$ cat src/rtl/ifu_prefetch.sv
// Prefetching instruction-fetch unit: in-order fetch requests, a PC tag queue for
// outstanding requests, and a DEPTH-entry instruction FIFO that feeds decode.
module ifu_prefetch #(
  parameter int              XLEN     = 32,
  parameter logic [XLEN-1:0] RESET_PC = 32'h8000_0000,
  parameter int              DEPTH    = 4
) (
  input  logic            clk,
  input  logic            rst,
  input  logic            redirect,
  input  logic [XLEN-1:0] redirect_pc,
  input  logic            halt,
  output logic            req_valid,
  input  logic            req_ready,
  output logic [XLEN-1:0] req_addr,
  input  logic            rsp_valid,
  input  logic [XLEN-1:0] rsp_data,
  output logic            inst_valid,
  input  logic            inst_ready,
  output logic [XLEN-1:0] inst,
  output logic [XLEN-1:0] pc,
  output logic [XLEN-1:0] snpc
);

  localparam int PW = $clog2(DEPTH);
  localparam int CW = PW + 1;
  localparam logic [CW:0] DEPTH_W = DEPTH[CW:0];

  typedef enum logic [1:0] {BOOT, RUN, HALT} state_t;

  state_t          state;
  logic [XLEN-1:0] fetch_pc;
  logic [CW-1:0]   count, inflight, drop, inflight_nxt;
  logic [PW-1:0]   rd_ptr, wr_ptr, tag_rd, tag_wr;
  logic [CW:0]     occupancy;
  logic            issue, retire, discard, push, pop;

  logic [XLEN-1:0] fifo_inst [DEPTH];
  logic [XLEN-1:0] fifo_pc   [DEPTH];
  logic [XLEN-1:0] tag_pc    [DEPTH];

  // Credit counts both buffered words and requests still owed a response.
  assign occupancy = {1'b0, count} + {1'b0, inflight};
  assign req_valid = (state == RUN) && !redirect && (occupancy < DEPTH_W);
  assign req_addr  = fetch_pc;

  assign issue        = req_valid && req_ready;
  assign retire       = rsp_valid && (inflight != '0);
  assign discard      = retire && (drop != '0);
  assign push         = retire && !discard && !redirect;
  assign pop          = inst_valid && inst_ready && !redirect;
  assign inflight_nxt = inflight + CW'(issue) - CW'(retire);

  assign inst_valid = (count != '0);
  assign inst       = fifo_inst[rd_ptr];
  assign pc         = fifo_pc[rd_ptr];
  assign snpc       = pc + XLEN'(4);

  // NOTE: state registers use non-blocking assignment so every block sees pre-edge values.
  always_ff @(posedge clk) begin
    if (rst) begin
      state <= BOOT;
    end else begin
      case (state)
        BOOT:    state <= RUN;
        RUN:     if (halt) state <= HALT;
        HALT:    if (!halt || redirect) state <= RUN;
        default: state <= BOOT;
      endcase
    end
  end

  always_ff @(posedge clk) begin
    if (rst) begin
      fetch_pc <= RESET_PC;
      count    <= '0;
      inflight <= '0;
      drop     <= '0;
      rd_ptr   <= '0;
      wr_ptr   <= '0;
      tag_rd   <= '0;
      tag_wr   <= '0;
    end else begin
      inflight <= inflight_nxt;
      if (issue)  tag_wr <= tag_wr + 1'b1;
      if (retire) tag_rd <= tag_rd + 1'b1;
      if (redirect) begin
        // Everything still owed a response now belongs to the abandoned path.
        fetch_pc <= redirect_pc & ~XLEN'(3);
        count    <= '0;
        rd_ptr   <= wr_ptr;
        drop     <= inflight_nxt;
      end else begin
        if (issue)   fetch_pc <= fetch_pc + XLEN'(4);
        if (push)    wr_ptr   <= wr_ptr + 1'b1;
        if (pop)     rd_ptr   <= rd_ptr + 1'b1;
        if (discard) drop     <= drop - 1'b1;
        count <= count + CW'(push) - CW'(pop);
      end
    end
  end

  // NOTE: FIFO storage is reset so the head outputs read inst=0, pc=RESET_PC after reset.
  always_ff @(posedge clk) begin
    if (rst) begin
      for (int i = 0; i < DEPTH; i++) begin
        fifo_inst[i] <= '0;
        fifo_pc[i]   <= RESET_PC;
      end
    end else if (push) begin
      fifo_inst[wr_ptr] <= rsp_data;
      fifo_pc[wr_ptr]   <= tag_pc[tag_rd];
    end
  end

  // Tag entries are only read while their request is outstanding, so no reset is needed.
  always_ff @(posedge clk) begin
    if (issue) tag_pc[tag_wr] <= fetch_pc;
  end

endmodule

$ cat config.mk
export PLATFORM = sky130hd
export DESIGN_NAME = ifu_prefetch
export DESIGN_NICKNAME = d
export VERILOG_FILES = /design/src/rtl/ifu_prefetch.sv
export SDC_FILE = /design/constraint.sdc
export NUM_CORES = 1
export LEC_CHECK = 0
export BUFFER_PORTS_ARGS = -buffer_cell sky130_fd_sc_hd__buf_2
export CORE_MARGIN = 1.5
export CORE_UTILIZATION = 27
export CTS_CLUSTER_SIZE = 28
export DETAILED_ROUTE_END_ITERATION = 16
export GPL_ROUTABILITY_DRIVEN = 0
export PLACE_DENSITY = 0.42
export SYNTH_ARGS = -nofsm -noshare
export SYNTH_HDL_FRONTEND = slang
export SYNTH_SLANG_ARGS = --single-unit
$ cat constraint.sdc
create_clock -name clk -period 4.1 [get_ports clk]
set_clock_uncertainty 0.2 [all_clocks]
set_input_delay 0.615 -clock clk [delete_from_list [all_inputs] [get_ports clk]]
set_output_delay 0.615 -clock clk [all_outputs]
set_load 0.05 [all_outputs]
==> reports/metrics.csv <==
stage,metric,value,unit
status,status,completed,
floorplanning,dieArea,68900,µm²
timing,grt_setup_unrepaired,no,
layout,final_common_cell,edfxtp_1,
timing,tns,0,ps
routing,drt_iter0_drc,626,
layout,layout_common_cells,"edfxtp_1, buf_2, nor2_1",
pwr,powerDensity,520,nW/µm²
synth,synth_area,18200,µm²
global_route,grt_usage,0.141,
synth,synth-edff-count,368,
synth,synth_ff_type,edfxtp_1,
pwr,p_sw,3.33,mW
pwr,p_comb_frac,0.188,
floorplanning,row_count,94,
layout,syn2layout_area_growth,19.9,%
global_route,grt_pass1_wl,73.3,mm
hold_path,hold_class,in -> reg,
synth,synth_sequential_area_ratio,0.666,
routing,via_per_inst,4.59,
timing,timing.final.crit_share,0.968,
timing,fmax,0.252,GHz
routing,finalWirelength,48.7,mm
placed_design,hpwl,29.5,mm
worst_setup_path,arrival,3150,ps
timing,fin_crit,3970,ps
hold_path,hold_depth,2,
pwr,ir_drop,0.000262,V
synth,ys_types,54,
clocking,cts_tree,built,
timing,worst_pin_slew,971,ps
worst_setup_path,crit_chain,mux4_2 > nand4_1 > or3_1 > nor2_1 > xnor2_1 > buf_2,
placed_design,port_buffers,192,
global_route,grt_max_degree,63,
worst_setup_path,crit_type,reg -> out,
timing,slew_violations,0,
routing,wire_per_inst,20.5,µm
synth,ys_ff_latch,421,
flow_run,max_cap_violations,0,
global_route,grt_pass1_vias,11400,
pwr,leakagePower,8.03,nW
routing,antenna_left,0,
floorplanning,die_w,263,µm
global_route,antenna_found_initial,0,
global_route,grt_remaining_overflow,0,
timing,hold_viol,0,
worst_setup_path,r2r_setup_slack,680,ps
worst_setup_path,path_delay_family,simple AND/OR/NAND/NOR gates,
floorplanning,core-area,66200,µm²
clocking,clock_tree.root_cell,clkbuf_16,
floorplanning,ios,201,
worst_setup_path,worstReg2RegStart,count[2],
synth,yosysWarnings,0,
clocking,cts_buffers,48,
clocking,worstSkewPairLatency,570,ps
pwr,p_int,8.02,mW
hold_path,hold-path-endpoint,state[0],
timing,hold-worst-slack,74.8,ps
worst_setup_path,crit_buf_inv,1,
synth,syn_avg_cell_area,14.3,µm²
layout,drive_gt1_frac,0.273,
layout,stdcell_area,21800,µm²
layout,num-nets-final,1566,
clocking,path_clk_slew,60,ps
worst_setup_path,worst_ep_required_time,3280,ps
worst_setup_path,cpMaxStageDelayCell,or3_1,
timing,setup_violations,0,
worst_setup_path,reg2reg_depth,12,
layout,n_antenna_cell,0,
worst_setup_path,r2r-end,drop[2],
clocking,postCtsHoldBufs,0,
worst_setup_path,crit_path_start_kind,flip-flop,
hold_path,hp-start,halt,
layout,final_util,0.329,
routing,routed-via-count,10900,
pwr,p_sw_frac,0.294,
pwr,p_seq_frac,0.451,
floorplanning,die_h,263,µm
placed_design,placed_cell_area,20300,µm²
pwr,clkPwrFrac,0.361,
synth,netlist_instances,1273,
routing,firstDrtPassIters,5,
synth,async_reset_ff_frac,0,
worst_setup_path,crit_fanout,14,
clocking,h-tree-depth,2,
worst_setup_path,cp-end-kind,primary output,
layout,fillers,6565,
routing,drc,0,
worst_setup_path,critical-path-max-stage-delay,640,ps
timing,relSlewSlack,0.353,
clocking,cts_sinks,421,
floorplanning,start_util,0.275,
clocking,cts_buffer_depth,3,
final cells by class:
class | instances | area [µm²] | area share
clock inverters | 17 | 163 | 0.00746
multi-input cells | 697 | 5480 | 0.251
flip-flops and latches | 421 | 12100 | 0.556
repair buffers | 229 | 1340 | 0.0615
inverters | 82 | 310 | 0.0142
clock buffers | 64 | 1310 | 0.0602
well taps | 864 | 1080 | 0.0496
routing by layer:
| metal | track usage | routed length (µm) | share of wire |
|---|---|---|---|
| met1 | 0.186 | 22000 | 0.45 |
| met2 | 0.237 | 23300 | 0.48 |
| met3 | 0.0237 | 2160 | 0.044 |
| met4 | 0.0454 | 1250 | 0.026 |
| met5 | 0 | 0 | 0 |
synthesized netlist by cell type, types with 3 or more instances:
| cell type | number | area, µm² |
|---|---|---|
| a32oi_1 | 8 | 70.1 |
| o21ai_0 | 19 | 95.1 |
| or4_1 | 3 | 22.5 |
| mux4_2 | 92 | 2070 |
| nor3_1 | 9 | 45.0 |
| buf_2 | 8 | 40.0 |
| or2_2 | 4 | 25.0 |
| inv_1 | 81 | 304 |
| clkbuf_1 | 52 | 195 |
| a41oi_1 | 6 | 52.6 |
| ha_1 | 14 | 175 |
| buf_1 | 8 | 30.0 |
| nand2_1 | 104 | 390 |
| nor2_1 | 165 | 619 |
| buf_4 | 6 | 45.0 |
| buf_6 | 3 | 33.8 |
| and3_1 | 8 | 50.1 |
| a31oi_1 | 11 | 68.8 |
| nand3_1 | 22 | 110 |
| a21o_1 | 3 | 22.5 |
| o311ai_0 | 3 | 26.3 |
| dfxtp_1 | 53 | 1060 |
| nand2b_1 | 5 | 31.3 |
| xor2_1 | 9 | 78.8 |
| edfxtp_1 | 368 | 11100 |
| o211ai_1 | 3 | 22.5 |
| and2_1 | 73 | 457 |
| xnor2_1 | 34 | 298 |
| nor2b_1 | 4 | 25.0 |
| a21oi_1 | 34 | 170 |
| nor4_1 | 9 | 56.3 |
| nand4_1 | 19 | 119 |
| or3_1 | 4 | 25.0 |
timing repair:
item / 4_1_cts / 5_1_grt
pin swaps: 1 / 1
buffers inserted: 3 / 0
endpoints found under the setup margin: 21 / 2
resized for setup: 2 / 1
sequential cells by signal, summed over array words and instances (netlist names), named ones only:
signal,cells
fifo_inst,128
fifo_pc,120
tag_pc,120
req_addr,30
count,3
drop,3
inflight,3
rd_ptr,2
state,2
tag_rd,2
tag_wr,2
wr_ptr,2
per-stage QoR:
stage | worst slack (ps) | std cells | power, mW
after floorplan | 462 | 1278 | 6.69
after global placement | 331 | 2290 | 7.36
after detailed placement | 332 | 2290 | 7.39
after CTS | 10.2 | 2374 | 11.5
after global routing | 1.28 | 2374 | 11.8
final | 132 | 2374 | 11.3
logic make-up (layout without fill, tap and decap cells):
group / count (synthesis) / count (layout) / share of synthesized area
adders and majority gates: 16 / 16 / 0.0118
other: 1 / 6 / 0.000206
AOI/OAI and AO/OA: 97 / 97 / 0.0335
buffers and inverters: 160 / 392 / 0.0368
DFF: 421 / 421 / 0.666
xor gates and xnor gates: 43 / 43 / 0.0207
and+or+nand+nor: 440 / 440 / 0.115
muxes: 95 / 95 / 0.116
worst reg2reg max path: cells and delay by family (launching register included):
kind | cells | cell delay (ps)
AOI/OAI and AO/OA | 1 | 110
and+or+nand+nor | 2 | 910
adders and majority gates | 4 | 1050
DFF | 1 | 450
xor gates and xnor gates | 2 | 400
buffers and inverters | 3 | 150
power by group through the flow:
stage / clock, mW / sequential [mW] / combinational (mW)
2_1_floorplan: 0 / 5.15 / 1.54
3_3_place_gp: 0 / 5.21 / 2.15
3_5_place_dp: 0 / 5.22 / 2.16
4_1_cts: 4.24 / 5.13 / 2.18
5_1_grt: 4.40 / 5.16 / 2.28
6_report: 4.10 / 5.12 / 2.13
worst max-delay path by stage:
stage / startpoint / to / cells past startpoint
after global routing: flip-flop / snpc[31] / 8
after floorplan: redirect / fifo_inst[1][0] / 5
after detailed placement: flip-flop / snpc[29] / 6
after global placement: flip-flop / snpc[29] / 6
final: flip-flop / snpc[18] / 6
after CTS: flip-flop / snpc[18] / 6
Note: power is estimated with default switching activity, not from simulation.
